==> src/rtl/global_buffer_pkg.sv <==
// Shared types and sizing for the global-buffer tile: header/packet layouts and the load-DMA state set.
package global_buffer_pkg;

  localparam int QUEUE_DEPTH         = 4;
  localparam int GLB_ADDR_WIDTH      = 22;
  localparam int BANK_DATA_WIDTH     = 64;
  localparam int CGRA_DATA_WIDTH     = 16;
  localparam int MAX_NUM_WORDS_WIDTH = 16;
  localparam int DUTY_WIDTH          = 8;

  typedef struct packed {
    logic                           valid;
    logic                           repeat_on;
    logic                           inactive_on;
    logic [GLB_ADDR_WIDTH-1:0]      start_addr;
    logic [MAX_NUM_WORDS_WIDTH-1:0] num_words;
    logic [DUTY_WIDTH-1:0]          active_words_per_cycle;
    logic [DUTY_WIDTH-1:0]          inactive_words_per_cycle;
  } dma_ld_header_t;

  typedef struct packed {
    logic                      rd_en;
    logic [GLB_ADDR_WIDTH-1:0] rd_addr;
  } rdrq_packet_t;

  typedef struct packed {
    logic                       rd_data_valid;
    logic [BANK_DATA_WIDTH-1:0] rd_data;
  } rdrs_packet_t;

  typedef enum logic [2:0] {
    IDLE, LOAD, REQ, WAIT, STREAM, GAP, DONE
  } ld_dma_state_e;

  function automatic logic [CGRA_DATA_WIDTH-1:0] lane_sel(
    input logic [BANK_DATA_WIDTH-1:0] word,
    input logic [1:0]                 idx
  );
    return word[CGRA_DATA_WIDTH*idx +: CGRA_DATA_WIDTH];
  endfunction

endpackage

==> src/rtl/glb_ld_hdr_fifo.sv <==
// Circular header FIFO; pushes that cannot be accepted are dropped and flagged for one cycle on 'drop'.
module glb_ld_hdr_fifo #(
  parameter int WIDTH = 8,
  parameter int DEPTH = 4
) (
  input  logic             clk,
  input  logic             reset_n,
  input  logic             wr_en,
  input  logic [WIDTH-1:0] wr_data,
  input  logic             rd_en,
  output logic [WIDTH-1:0] rd_data,
  output logic             full,
  output logic             empty,
  output logic             drop
);

  localparam int PW = (DEPTH > 1) ? $clog2(DEPTH) : 1;
  localparam int CW = $clog2(DEPTH + 1);

  logic [WIDTH-1:0] mem_q [DEPTH];
  logic [PW-1:0]    wr_ptr_q, wr_ptr_d;
  logic [PW-1:0]    rd_ptr_q, rd_ptr_d;
  logic [CW-1:0]    count_q, count_d;
  logic             do_wr, do_rd;

  function automatic logic [PW-1:0] ptr_inc(input logic [PW-1:0] p);
    return (p == PW'(DEPTH - 1)) ? '0 : p + PW'(1);
  endfunction

  assign empty   = (count_q == '0);
  assign full    = (count_q == CW'(DEPTH));
  assign rd_data = mem_q[rd_ptr_q];
  assign do_rd   = rd_en && !empty;
  // A pop frees a slot in the same cycle, so a full queue still takes a simultaneous push.
  assign do_wr   = wr_en && (!full || do_rd);
  assign drop    = wr_en && !do_wr;

  always_comb begin
    wr_ptr_d = do_wr ? ptr_inc(wr_ptr_q) : wr_ptr_q;
    rd_ptr_d = do_rd ? ptr_inc(rd_ptr_q) : rd_ptr_q;
    count_d  = count_q;
    if (do_wr && !do_rd) begin
      count_d = count_q + CW'(1);
    end else if (!do_wr && do_rd) begin
      count_d = count_q - CW'(1);
    end
  end

  always_ff @(posedge clk or negedge reset_n) begin
    if (!reset_n) begin
      wr_ptr_q <= '0;
      rd_ptr_q <= '0;
      count_q  <= '0;
      for (int i = 0; i < DEPTH; i++) begin
        mem_q[i] <= '0;
      end
    end else begin
      wr_ptr_q <= wr_ptr_d;
      rd_ptr_q <= rd_ptr_d;
      count_q  <= count_d;
      if (do_wr) begin
        mem_q[wr_ptr_q] <= wr_data;
      end
    end
  end

endmodule

==> src/rtl/glb_tile_ld_dma.sv <==
// Load-side DMA of a GLB tile: pops headers, reads bank words one at a time and streams 16-bit lanes to the CGRA.
module glb_tile_ld_dma
  import global_buffer_pkg::*;
(
  input  logic                       clk,
  input  logic                       reset_n,
  input  logic                       hdr_wr_en,
  input  dma_ld_header_t             hdr_wr_data,
  input  logic                       start_pulse,
  output rdrq_packet_t               rdrq,
  input  rdrs_packet_t               rdrs,
  output logic [CGRA_DATA_WIDTH-1:0] data_g2f,
  output logic                       data_valid_g2f,
  output logic                       done_pulse,
  output logic                       q_full,
  output logic                       q_empty,
  output logic                       hdr_overflow
);

  ld_dma_state_e                  state_q, state_d;
  logic                           armed_q, armed_d;
  dma_ld_header_t                 hdr_q, hdr_d;
  logic [GLB_ADDR_WIDTH-1:0]      addr_q, addr_d;
  logic [1:0]                     off_q, off_d;
  logic [MAX_NUM_WORDS_WIDTH-1:0] remaining_q, remaining_d;
  logic [BANK_DATA_WIDTH-1:0]     buf_q, buf_d;
  logic [DUTY_WIDTH-1:0]          word_cnt_q, word_cnt_d;
  logic [DUTY_WIDTH-1:0]          gap_cnt_q, gap_cnt_d;
  logic                           need_req_q, need_req_d;
  logic                           overflow_q, overflow_d;
  rdrq_packet_t                   rdrq_q, rdrq_d;
  logic [CGRA_DATA_WIDTH-1:0]     data_q, data_d;
  logic                           valid_q, valid_d;
  logic                           done_q, done_d;

  logic                           repush, ext_push;
  logic                           fifo_wr_en, fifo_rd_en, fifo_full, fifo_empty, fifo_drop;
  dma_ld_header_t                 fifo_wr_data, fifo_head;
  logic [DUTY_WIDTH-1:0]          active_lim;
  logic                           gap_due, lane_wrap;

  assign ext_push     = hdr_wr_en && hdr_wr_data.valid;
  assign repush       = (state_q == DONE) && hdr_q.repeat_on;
  assign fifo_wr_en   = repush || ext_push;
  assign fifo_wr_data = repush ? hdr_q : hdr_wr_data;
  assign fifo_rd_en   = (state_q == LOAD);

  glb_ld_hdr_fifo #(
    .WIDTH($bits(dma_ld_header_t)),
    .DEPTH(QUEUE_DEPTH)
  ) u_hdr_fifo (
    .clk     (clk),
    .reset_n (reset_n),
    .wr_en   (fifo_wr_en),
    .wr_data (fifo_wr_data),
    .rd_en   (fifo_rd_en),
    .rd_data (fifo_head),
    .full    (fifo_full),
    .empty   (fifo_empty),
    .drop    (fifo_drop)
  );

  // The word counter counts valid words since the last gap; bank refills do not restart it.
  assign active_lim = (hdr_q.active_words_per_cycle == '0) ? DUTY_WIDTH'(1)
                                                           : hdr_q.active_words_per_cycle;
  assign gap_due    = hdr_q.inactive_on && (hdr_q.inactive_words_per_cycle != '0) &&
                      ((word_cnt_q + DUTY_WIDTH'(1)) >= active_lim);
  assign lane_wrap  = (off_q == 2'd3);

  always_comb begin
    state_d     = state_q;
    armed_d     = armed_q;
    hdr_d       = hdr_q;
    addr_d      = addr_q;
    off_d       = off_q;
    remaining_d = remaining_q;
    buf_d       = buf_q;
    word_cnt_d  = word_cnt_q;
    gap_cnt_d   = gap_cnt_q;
    need_req_d  = need_req_q;
    overflow_d  = overflow_q | fifo_drop | (repush && ext_push);

    unique case (state_q)
      IDLE: begin
        armed_d = armed_q | start_pulse;
        if ((armed_q || start_pulse) && !fifo_empty) begin
          state_d = LOAD;
        end
      end
      LOAD: begin
        hdr_d       = fifo_head;
        addr_d      = {fifo_head.start_addr[GLB_ADDR_WIDTH-1:3], 3'b000};
        off_d       = fifo_head.start_addr[2:1];
        remaining_d = fifo_head.num_words;
        word_cnt_d  = '0;
        need_req_d  = 1'b0;
        state_d     = (fifo_head.num_words == '0) ? DONE : REQ;
      end
      REQ: begin
        state_d = WAIT;
      end
      WAIT: begin
        if (rdrs.rd_data_valid) begin
          buf_d   = rdrs.rd_data;
          state_d = STREAM;
        end
      end
      STREAM: begin
        off_d       = off_q + 2'd1;
        remaining_d = remaining_q - MAX_NUM_WORDS_WIDTH'(1);
        word_cnt_d  = word_cnt_q + DUTY_WIDTH'(1);
        if (lane_wrap) begin
          addr_d = addr_q + GLB_ADDR_WIDTH'(8);
        end
        if (remaining_q == MAX_NUM_WORDS_WIDTH'(1)) begin
          state_d = DONE;
        end else if (gap_due) begin
          state_d    = GAP;
          gap_cnt_d  = hdr_q.inactive_words_per_cycle - DUTY_WIDTH'(1);
          word_cnt_d = '0;
          need_req_d = lane_wrap;
        end else if (lane_wrap) begin
          state_d = REQ;
        end
      end
      GAP: begin
        if (gap_cnt_q == '0) begin
          state_d = need_req_q ? REQ : STREAM;
        end else begin
          gap_cnt_d = gap_cnt_q - DUTY_WIDTH'(1);
        end
      end
      DONE: begin
        if (!fifo_empty || repush) begin
          state_d = LOAD;
        end else begin
          state_d = IDLE;
          armed_d = 1'b0;
        end
      end
      default: state_d = IDLE;
    endcase

    // Outputs are registered as a decode of the state being entered.
    rdrq_d = '0;
    if (state_d == REQ) begin
      rdrq_d.rd_en   = 1'b1;
      rdrq_d.rd_addr = addr_d;
    end
    valid_d = (state_d == STREAM);
    data_d  = valid_d ? lane_sel(buf_d, off_d) : '0;
    done_d  = (state_d == DONE);
  end

  always_ff @(posedge clk or negedge reset_n) begin
    if (!reset_n) begin
      state_q     <= IDLE;
      armed_q     <= 1'b0;
      hdr_q       <= '0;
      addr_q      <= '0;
      off_q       <= '0;
      remaining_q <= '0;
      buf_q       <= '0;
      word_cnt_q  <= '0;
      gap_cnt_q   <= '0;
      need_req_q  <= 1'b0;
      overflow_q  <= 1'b0;
      rdrq_q      <= '0;
      data_q      <= '0;
      valid_q     <= 1'b0;
      done_q      <= 1'b0;
    end else begin
      state_q     <= state_d;
      armed_q     <= armed_d;
      hdr_q       <= hdr_d;
      addr_q      <= addr_d;
      off_q       <= off_d;
      remaining_q <= remaining_d;
      buf_q       <= buf_d;
      word_cnt_q  <= word_cnt_d;
      gap_cnt_q   <= gap_cnt_d;
      need_req_q  <= need_req_d;
      overflow_q  <= overflow_d;
      rdrq_q      <= rdrq_d;
      data_q      <= data_d;
      valid_q     <= valid_d;
      done_q      <= done_d;
    end
  end

  assign rdrq           = rdrq_q;
  assign data_g2f       = data_q;
  assign data_valid_g2f = valid_q;
  assign done_pulse     = done_q;
  assign q_full         = fifo_full;
  assign q_empty        = fifo_empty;
  assign hdr_overflow   = overflow_q;

endmodule

==> config.mk <==
export PLATFORM = sky130hd
export DESIGN_NAME = glb_tile_ld_dma
export DESIGN_NICKNAME = d
export VERILOG_FILES = /design/src/rtl/global_buffer_pkg.sv /design/src/rtl/glb_ld_hdr_fifo.sv /design/src/rtl/glb_tile_ld_dma.sv
export SDC_FILE = /design/constraint.sdc
export NUM_CORES = 1
export LEC_CHECK = 0
export CORE_MARGIN = 5
export CORE_UTILIZATION = 40
export CTS_CLUSTER_SIZE = 8
export DETAILED_ROUTE_END_ITERATION = 6
export GPL_ROUTABILITY_DRIVEN = 0
export GPL_TIMING_DRIVEN = 1
export PLACE_DENSITY = 0.7
export SLEW_MARGIN = 10
export SYNTH_ARGS = -nofsm -noshare
export SYNTH_HDL_FRONTEND = slang
export SYNTH_SLANG_ARGS = --single-unit
export TNS_END_PERCENT = 30
==> constraint.sdc <==
create_clock -name clk -period 4.35 [get_ports clk]
set_clock_uncertainty 0.2 [all_clocks]
set_input_delay 0.87 -clock clk [delete_from_list [all_inputs] [get_ports clk]]
set_output_delay 0.87 -clock clk [all_outputs]
set_load 0.01 [all_outputs]
==> results_dict.tcl, run 1 <==
set metrics [dict create \
    synth.net_count 1994 \
    clkSlewWorstSetupHoldPaths_ns 0.05 \
    grt_max_degree 107 \
    rsz0062_at_grt "false" \
    clockBufferDepth 3 \
    drt-wirelength-per-cell_um 19.0 \
    multi_input_area_mm2 0.00820 \
    drc_errors 0 \
    drv_slew 0 \
    die_w_um 233 \
    combPwrFrac 0.345 \
    hold_viol 0 \
    ys_ff_latch 449 \
    synth-edff-count 0 \
    pin_count 170 \
    start_util 0.406 \
    cts_tree "yes" \
    postPlaceCellArea_mm2 0.0224 \
    async_reset_ff_frac 1.00 \
    finalInstanceArea_mm2 0.0242 \
    r2r-start "word_cnt_q[0]" \
    clock_sinks 449 \
    fillers 4359 \
    clockPowerShare 0.257 \
    timing_worst_setup_path_type "reg -> reg" \
    endpoint "data_g2f[3]" \
    seqCellArea_mm2 0.0112 \
    hold_class "in -> async" \
    antenna_found_initial 4 \
    arrival_ns 4.32 \
    path_max_fanout 17 \
    die_height_um 233 \
    drt_pass1_iterations 6 \
    syn_inst 1847 \
    drt_first_iter_violations 1038 \
    io_buffers 168 \
    cap_violations 0 \
    stdcell_count 2668 \
    dpl.cell_count 2587 \
    ant_nets 0 \
    layout_commonest_cell "dfrtp_1" \
    seq_area_frac_synth 0.563 \
    synthesis.area_mm2 0.0200 \
    tightestPinTransition_ns 1.17 \
    grt_pass1_vias 14838 \
    reg2reg_depth 12 \
    areaGrowthSynthToFinish_pct 21.3 \
    avgViaCountPerCell 5.39 \
    core.rowCount 81 \
    cts_setup_buffers 0 \
    crit_start "word_cnt_q[0]" \
    reg2reg_to "data_g2f[3]" \
    synthTopCellsByArea "dfrtp_1 56%, nand2_1 7.4%, o21ai_0 6.6%, mux4_2 6.2%, mux2_2 3.8%" \
    maxSlewHeadroom 0.218 \
    yosys_warnings 0 \
    power_frac_seq 0.398 \
    p_sw_mw 6.28 \
    final_cell_mix "447 x dfrtp_1, 390 x nand2_1, 263 x o21ai_0" \
    synth_top_cell_area_share 0.563 \
    wl_um 50600 \
    synth_top_cell_by_area "dfrtp_1" \
    powerDensity_mw_per_mm2 739 \
    cts-buffers-inserted 66 \
    h-tree-depth 3 \
    netSwitchingFraction 0.351 \
    nets 2138 \
    p_int_mw 11.6 \
    peakVddDrop_v 0.000332 \
    dieArea_mm2 0.0545 \
    start_kind "flop" \
    drive_gt1_frac 0.144 \
    core-area_mm2 0.0492 \
    synth_flop_cell "dfrtp_1" \
    vias 14385 \
    yosysUniqueCellTypes 64 \
    end_kind "flop" \
    clock_latency_ns 0.59 \
    grt.overflow.total 0 \
    ctsHoldBuffers 0 \
    syn_area_per_cell_um2 10.8 \
    dp_hpwl_um 32500 \
    setup_violations 0 \
    fin_crit_sh 0.930 \
    ff2ff_setup_slack_ns 0.30 \
    outcome "finished, final reports clean" \
    cts-root-buf "clkbuf_16" \
    postCtsResizedCells 0 \
    tns_ns 0 \
    grt_pass1_wl_um 80700 \
    cp.required_ns 4.63 \
    fin_crit_ns 4.05 \
    leakagePower_nw 11.0 \
    fmax_mhz 247 \
    gr-usage-all-layers 0.185 \
]
## power by group through the flow
stage / Sequential (mW) / Combinational [mW] / Clock, mW
2_1_floorplan: 6.71 / 4.62 / 0
3_3_place_gp: 7.02 / 5.98 / 0
3_5_place_dp: 7.15 / 6.19 / 0
4_1_cts: 7.11 / 6.24 / 4.72
5_1_grt: 7.34 / 6.87 / 4.89
6_report: 7.12 / 6.18 / 4.60
## synthesized netlist by cell type, types with 4 or more instances
library cell,count
a211oi_1,5
buf_2,7
nor2b_1,36
inv_1,23
a221o_1,9
a22o_1,6
a21oi_2,9
a31oi_1,6
nor4_1,13
dfrtp_1,449
or2_2,33
nor3_1,12
and2_1,5
ha_1,20
xor2_1,6
a21o_1,15
nand2_1,394
buf_1,4
a221oi_1,5
mux2i_1,51
nand3_1,24
mux4_2,55
o211ai_1,40
xnor2_1,7
nor2_1,63
mux2_2,67
o21ai_0,263
a21oi_1,36
a311oi_1,4
nand2b_1,4
clkbuf_1,104
o311ai_0,7
and3_1,17
## worst min-delay path by stage
stage | end | slack [ns] | startpoint | cells after the start
final | rdrq[22] | 0.07 | reset_n | 1
after global routing | rdrq[22] | 0.13 | reset_n | 1
after CTS | rdrq[2] | 0.11 | reset_n | 1
after detailed placement | addr_q[0] | 0.25 | addr_q[0] | 2
after global placement | addr_q[0] | 0.24 | addr_q[0] | 2
after floorplan | addr_q[0] | 0.23 | addr_q[0] | 2
## logic make-up (layout without fill, tap and decap cells)
logic type	count (synthesis)	after routing	share of synthesized area
fa+ha+maj	21	21	0.0135
flops	449	449	0.563
xor+xnor	13	13	0.00570
mux	173	173	0.125
buf+inv	145	298	0.0288
compound gates	425	425	0.126
other cells	0	4	0
simple gates	621	621	0.137
## final cells by class
type / count / area share
Inverter: 26 / 0.00403
Antenna cell: 4 / 0.000413
Tap cell: 664 / 0.0343
Timing Repair Buffer: 195 / 0.0827
Sequential cell: 449 / 0.464
Multi-Input combinational cell: 1253 / 0.339
Clock inverter: 5 / 0.00274
Clock buffer: 72 / 0.0726
## through the flow
| stage | worst slack, ns | hold slack, ns | power (mW) | utilization |
|---|---|---|---|---|
| 5_1_grt | 0.0960 | 0.132 | 19.1 | 0.492 |
| 4_1_cts | 0.318 | 0.107 | 18.1 | 0.492 |
| 3_3_place_gp | 0.478 | 0.243 | 13.0 | 0.455 |
| 2_1_floorplan | 1.07 | 0.227 | 11.3 | - |
| 6_report | 0.304 | 0.0738 | 17.9 | 0.493 |
| 3_5_place_dp | 0.367 | 0.247 | 13.3 | 0.455 |
## critical path: stages (launching register included)
cell	delay, ns
dfrtp_1	0.43
and3_1	0.22
and3_1	0.19
and3_1	0.19
xor2_1	0.16
ha_1	0.33
and3_1	0.19
a221oi_1	0.10
nor3b_1	0.55
nor3_1	0.10
a211oi_1	0.56
nand3_4	0.45
a21oi_1	0.27
## state kept, by name (all words and copies together) (netlist names)
name and count:
u_hdr_fifo.mem_q 220, off_q 2, armed_q 1, u_hdr_fifo.wr_ptr_q 2
data_g2f 16, addr_q 22, state_q 3, remaining_q 16
done_pulse 1, u_hdr_fifo.rd_ptr_q 2, u_hdr_fifo.count_q 3, buf_q 64
hdr_q 55, rdrq 23, gap_cnt_q 8, data_valid_g2f 1
need_req_q 1, word_cnt_q 8, hdr_overflow 1
## layer usage
layer  share of wire  up-vias  global-route usage
met3           0.050      105              0.0315
met5         0.00026        -                   0
met2            0.49      377               0.302
met1            0.43     7165               0.249
met4           0.032        2              0.0751
li1                -     6736                   -
Note: power is estimated with default switching activity, not from simulation.
==> run 2: changes to the inputs <==
--- a/config.mk
+++ b/config.mk
@@ -5,6 +5,7 @@
 export SDC_FILE = /design/constraint.sdc
 export NUM_CORES = 1
 export LEC_CHECK = 0
+export CORE_ASPECT_RATIO = 2
 export CORE_MARGIN = 5
 export CORE_UTILIZATION = 40
 export CTS_CLUSTER_SIZE = 8
==> results_dict.tcl, run 2 (synthesis results as in run 1) <==
set metrics [dict create \
    start_kind "flop" \
    grt_max_degree 111 \
    cap_violations 0 \
    h-tree-depth 3 \
    final_cell_mix "447 x dfrtp_1, 390 x nand2_1, 263 x o21ai_0" \
    core-area_mm2 0.0494 \
    largest_reg_flops 220 \
    ctsHoldBuffers 0 \
    r2r-start "word_cnt_q[0]" \
    grt_pass1_wl_um 85300 \
    grt.overflow.total 0 \
    dieArea_mm2 0.0547 \
    drive_gt1_frac 0.145 \
    reg2reg_depth 12 \
    path_max_fanout 17 \
    leakagePower_nw 11.0 \
    powerDensity_mw_per_mm2 744 \
    p_int_mw 11.6 \
    timing_worst_setup_path_type "reg -> reg" \
    cts-buffers-inserted 66 \
    ff2ff_setup_slack_ns 0.61 \
    fin_crit_ns 3.74 \
    areaGrowthSynthToFinish_pct 21.0 \
    tns_ns 0 \
    top_regs "u_hdr_fifo.mem_q (220), buf_q (64), hdr_q (55)" \
    outcome "finished, final reports clean" \
    cts_tree "yes" \
    critPathSlowestCell "dfrtp_1" \
    top_register "u_hdr_fifo.mem_q" \
    clockBufferDepth 3 \
    drc_errors 0 \
    nets 2142 \
    arrival_ns 4.02 \
    setup_violations 0 \
    pin_count 170 \
    peakVddDrop_v 0.000478 \
    worst_path_most_repeated_cell "and3_1" \
    antenna_found_initial 1 \
    drt_pass1_iterations 5 \
    avgViaCountPerCell 5.53 \
    power_frac_seq 0.396 \
    p_sw_mw 6.38 \
    clkSlewWorstSetupHoldPaths_ns 0.05 \
    postCtsResizedCells 0 \
    clock_sinks 449 \
    fin_hold_ws_ns 0.150 \
    clockPowerShare 0.254 \
    drv_slew 0 \
    rsz0062_at_grt "false" \
    drt_first_iter_violations 1127 \
    dp_hpwl_um 33900 \
    netSwitchingFraction 0.355 \
    fmax_mhz 268 \
    layout_commonest_cell "dfrtp_1" \
    combPwrFrac 0.350 \
    tightestPinTransition_ns 0.911 \
    gr-usage-all-layers 0.192 \
    fillers 4278 \
    wl_um 52500 \
    cts_setup_buffers 0 \
    path_cells "and3_1 -> and3_1 -> and3_1 -> xor2_1 -> ha_1 -> and3_1 -> a221oi_1 -> nor3b_1 -> o21bai_2 -> nor2b_1 -> nand3_4 -> a21oi_1" \
    clock_latency_ns 0.59 \
    io_buffers 168 \
    cts-root-buf "clkbuf_16" \
    cp.required_ns 4.63 \
    hold_viol 0 \
    core.rowCount 115 \
    crit_path_max_incr_delay_ns 0.44 \
    drt-wirelength-per-cell_um 19.8 \
    hold_class "in -> async" \
    die_height_um 326 \
    end_kind "flop" \
    grt_pass1_vias 15873 \
    die_w_um 168 \
    reg2reg_to "data_g2f[4]" \
    ant_nets 0 \
    start_util 0.404 \
    fin_crit_sh 0.859 \
    maxSlewHeadroom 0.393 \
    vias 14645 \
]
==> run 2: worst max-delay path, delay by kind of cell, from the launching register on <==
kind	cells	cell delay, ns
adders and majority gates	1	0.28
xor gates and xnor gates	1	0.19
AOI/OAI and AO/OA	3	0.94
DFF	1	0.44
and+or+nand+nor	7	1.58
==> run 2: how the worst max path moves through the flow <==
stage | cells after the start | to | slack [ns] | from
2_1_floorplan | 13 | rdrq[10] | 1.07 | word_cnt_q[0]
3_3_place_gp | 12 | data_g2f[2] | 0.76 | word_cnt_q[0]
3_5_place_dp | 12 | data_g2f[15] | 0.67 | word_cnt_q[0]
4_1_cts | 12 | data_g2f[4] | 0.62 | word_cnt_q[0]
5_1_grt | 12 | data_g2f[2] | 0.38 | word_cnt_q[0]
6_report | 12 | data_g2f[4] | 0.61 | word_cnt_q[0]
==> run 2: through the flow <==
stage	utilization	total power, mW	setup WS [ns]	instance area, um2	cells
6_report	0.489	18.0	0.613	24200	2647
5_1_grt	0.489	19.1	0.381	24200	2647
4_1_cts	0.489	18.1	0.619	24200	2646
3_5_place_dp	0.453	13.5	0.672	22400	2570
3_3_place_gp	0.453	13.1	0.763	22400	2570
2_1_floorplan	-	11.3	1.07	20000	1847
==> run 2: power by group through the flow <==
stage,Sequential (mW),Combinational [mW],Clock (mW)
floorplan,6.71,4.62,0
global placement,7.00,6.08,0
detailed placement,7.16,6.32,0
CTS,7.11,6.36,4.66
global route,7.34,6.98,4.81
finish,7.13,6.29,4.56
==> run 2: routing by layer <==
metal	wire, um	part of all wire	vias to the layer above	track usage
met5	0	0	-	0
met4	2280	0.043	0	0.0906
met3	2620	0.050	141	0.0337
met2	27500	0.52	470	0.345
met1	20100	0.38	7320	0.220
li1	-	-	6714	-
==> run 2: cell type report <==
class | instances | area (um2) | share of cell area
antenna | 1 | 2.50 | 0.000104
multi-input combinational | 1253 | 8180 | 0.339
timing repair buffer | 199 | 2040 | 0.0846
clock buffer | 70 | 1710 | 0.0708
sequential | 449 | 11200 | 0.465
tap | 643 | 805 | 0.0333
inverter | 26 | 97.6 | 0.00404
clock inverter | 6 | 75.1 | 0.00311
==> run 3: changes to the inputs <==
--- a/config.mk
+++ b/config.mk
@@ -8,11 +8,11 @@
 export CORE_ASPECT_RATIO = 2
 export CORE_MARGIN = 5
 export CORE_UTILIZATION = 40
+export CTS_CLUSTER_DIAMETER = 200
 export CTS_CLUSTER_SIZE = 8
 export DETAILED_ROUTE_END_ITERATION = 6
 export GPL_ROUTABILITY_DRIVEN = 0
 export GPL_TIMING_DRIVEN = 1
-export PLACE_DENSITY = 0.7
 export SLEW_MARGIN = 10
 export SYNTH_ARGS = -nofsm -noshare
 export SYNTH_HDL_FRONTEND = slang
==> results_dict.tcl, run 3 (synthesis results as in run 1) <==
set metrics [dict create \
    ctsHoldBuffers 0 \
    cts-buffers-inserted 66 \
    peakVddDrop_v 0.000411 \
    path_cells "nor4_1 -> a41o_1 -> ha_1 -> nand2b_1 -> a2111oi_0 -> nor4_1 -> o21bai_2 -> nor2b_1 -> nand3_4 -> a21oi_1" \
    endpoint "data_g2f[3]" \
    dieArea_mm2 0.0547 \
    arrival_ns 4.07 \
    drive_gt1_frac 0.147 \
    clock_latency_ns 0.58 \
    start_kind "flop" \
    fin_crit_sh 0.871 \
    die_w_um 168 \
    rsz0062_at_grt "false" \
    drt-wirelength-per-cell_um 20.0 \
    power_mw 18.1 \
    crit_path_max_incr_delay_ns 0.63 \
    die_height_um 326 \
    layout_commonest_cell "dfrtp_1" \
    powerDensity_mw_per_mm2 746 \
    core-area_mm2 0.0494 \
    cap_violations 0 \
    fmax_mhz 264 \
    ant_nets 0 \
    io_buffers 168 \
    h-tree-depth 3 \
    tightestPinTransition_ns 0.961 \
    path_max_fanout 17 \
    outcome "finished, final reports clean" \
    gr-usage-all-layers 0.196 \
    timing_worst_setup_path_type "reg -> reg" \
    hold_viol 0 \
    setup_violations 0 \
    hold_class "in -> async" \
    r2r-start "hdr_q[12]" \
    dpl.cell_count 2577 \
    pin_count 170 \
    utilization 0.491 \
    postCtsResizedCells 0 \
    cp.required_ns 4.63 \
    drt_first_iter_violations 938 \
    cts-root-buf "clkbuf_16" \
    drt_pass1_iterations 5 \
    clkSlewWorstSetupHoldPaths_ns 0.05 \
    drc_errors 0 \
    top_regs "u_hdr_fifo.mem_q (220), buf_q (64), hdr_q (55)" \
    maxSlewHeadroom 0.360 \
    cts_setup_buffers 0 \
    grt_max_degree 106 \
    core.rowCount 115 \
    cts_tree "yes" \
    reg2reg_to "data_g2f[3]" \
    vias 14355 \
    nets 2149 \
    top_register "u_hdr_fifo.mem_q" \
    leakagePower_nw 11.1 \
    dp_hpwl_um 35400 \
    clock_sinks 449 \
    drv_slew 0 \
    avgViaCountPerCell 5.41 \
    fillers 4442 \
    largest_reg_flops 220 \
    critPathSlowestCell "a2111oi_0" \
    fin_crit_ns 3.79 \
    final_cell_mix "447 x dfrtp_1, 390 x nand2_1, 263 x o21ai_0" \
    areaGrowthSynthToFinish_pct 21.5 \
    crit_start "hdr_q[12]" \
    diodes 0 \
    grt.overflow.total 0 \
    tns_ns 0 \
    fin_hold_ws_ns 0.124 \
    reg2reg_depth 10 \
    ff2ff_setup_slack_ns 0.56 \
    grt_pass1_wl_um 86000 \
    end_kind "flop" \
    worst_path_most_repeated_cell "nor4_1" \
    clockBufferDepth 3 \
    start_util 0.404 \
    antenna_found_initial 0 \
    wl_um 53100 \
    stdcell_count 2653 \
    grt_pass1_vias 15406 \
]
[run 3: cell count changes in the layout (fill, tap and decap cells not counted), sizes merged]
| cell | previous run | this run |
|---|---|---|
| buf | 32 | 39 |
| clkbuf | 70 | 74 |
| clkinv | 4 | 1 |
| diode | 1 | 0 |
| inv | 28 | 27 |
[run 3: where the power goes]
group	switching, mW	internal [mW]	leakage (nW)
registers	1.10	5.96	5.67
logic	3.53	2.92	4.50
clock network	1.73	2.85	0.887
[run 3: worst min-delay path by stage]
| stage | start | end | slack (ns) | depth (start not counted) |
|---|---|---|---|---|
| finish | reset_n | u_hdr_fifo.mem_q[57] | 0.12 | 1 |
| global route | reset_n | u_hdr_fifo.mem_q[171] | 0.21 | 1 |
| CTS | reset_n | u_hdr_fifo.mem_q[171] | 0.17 | 1 |
| detailed placement | addr_q[0] | addr_q[0] | 0.26 | 2 |
| global placement | hdr_overflow | hdr_overflow | 0.24 | 1 |
| floorplan | addr_q[0] | addr_q[0] | 0.23 | 2 |
[run 3: stage by stage]
step / worst slack (ns) / area, um2
floorplan: 1.07 / 20000
global placement: 0.578 / 22400
detailed placement: 0.552 / 22400
CTS: 0.516 / 24300
global route: 0.305 / 24300
finish: 0.561 / 24300
[run 3: worst max-delay path: cells and delay by family, from the launching register on]
kind	cells	cell delay [ns]
simple gates	5	1.39
fa+ha+maj	1	0.22
flops	1	0.37
compound gates	4	1.51
[run 3: area by class of cell]
class	instances	area, um2	share of cell area
clock buffer	74	1790	0.0737
clock inverter	2	17.5	0.000722
inverter	26	97.6	0.00402
multi-input combinational	1253	8210	0.338
sequential	449	11200	0.464
tap	643	805	0.0332
timing repair buffer	206	2100	0.0865
[run 3: layer usage]
| metal | share of wire | track usage |
|---|---|---|
| met5 | 0 | 0 |
| met4 | 0.027 | 0.0706 |
| met3 | 0.047 | 0.0315 |
| met2 | 0.53 | 0.359 |
| met1 | 0.40 | 0.231 |
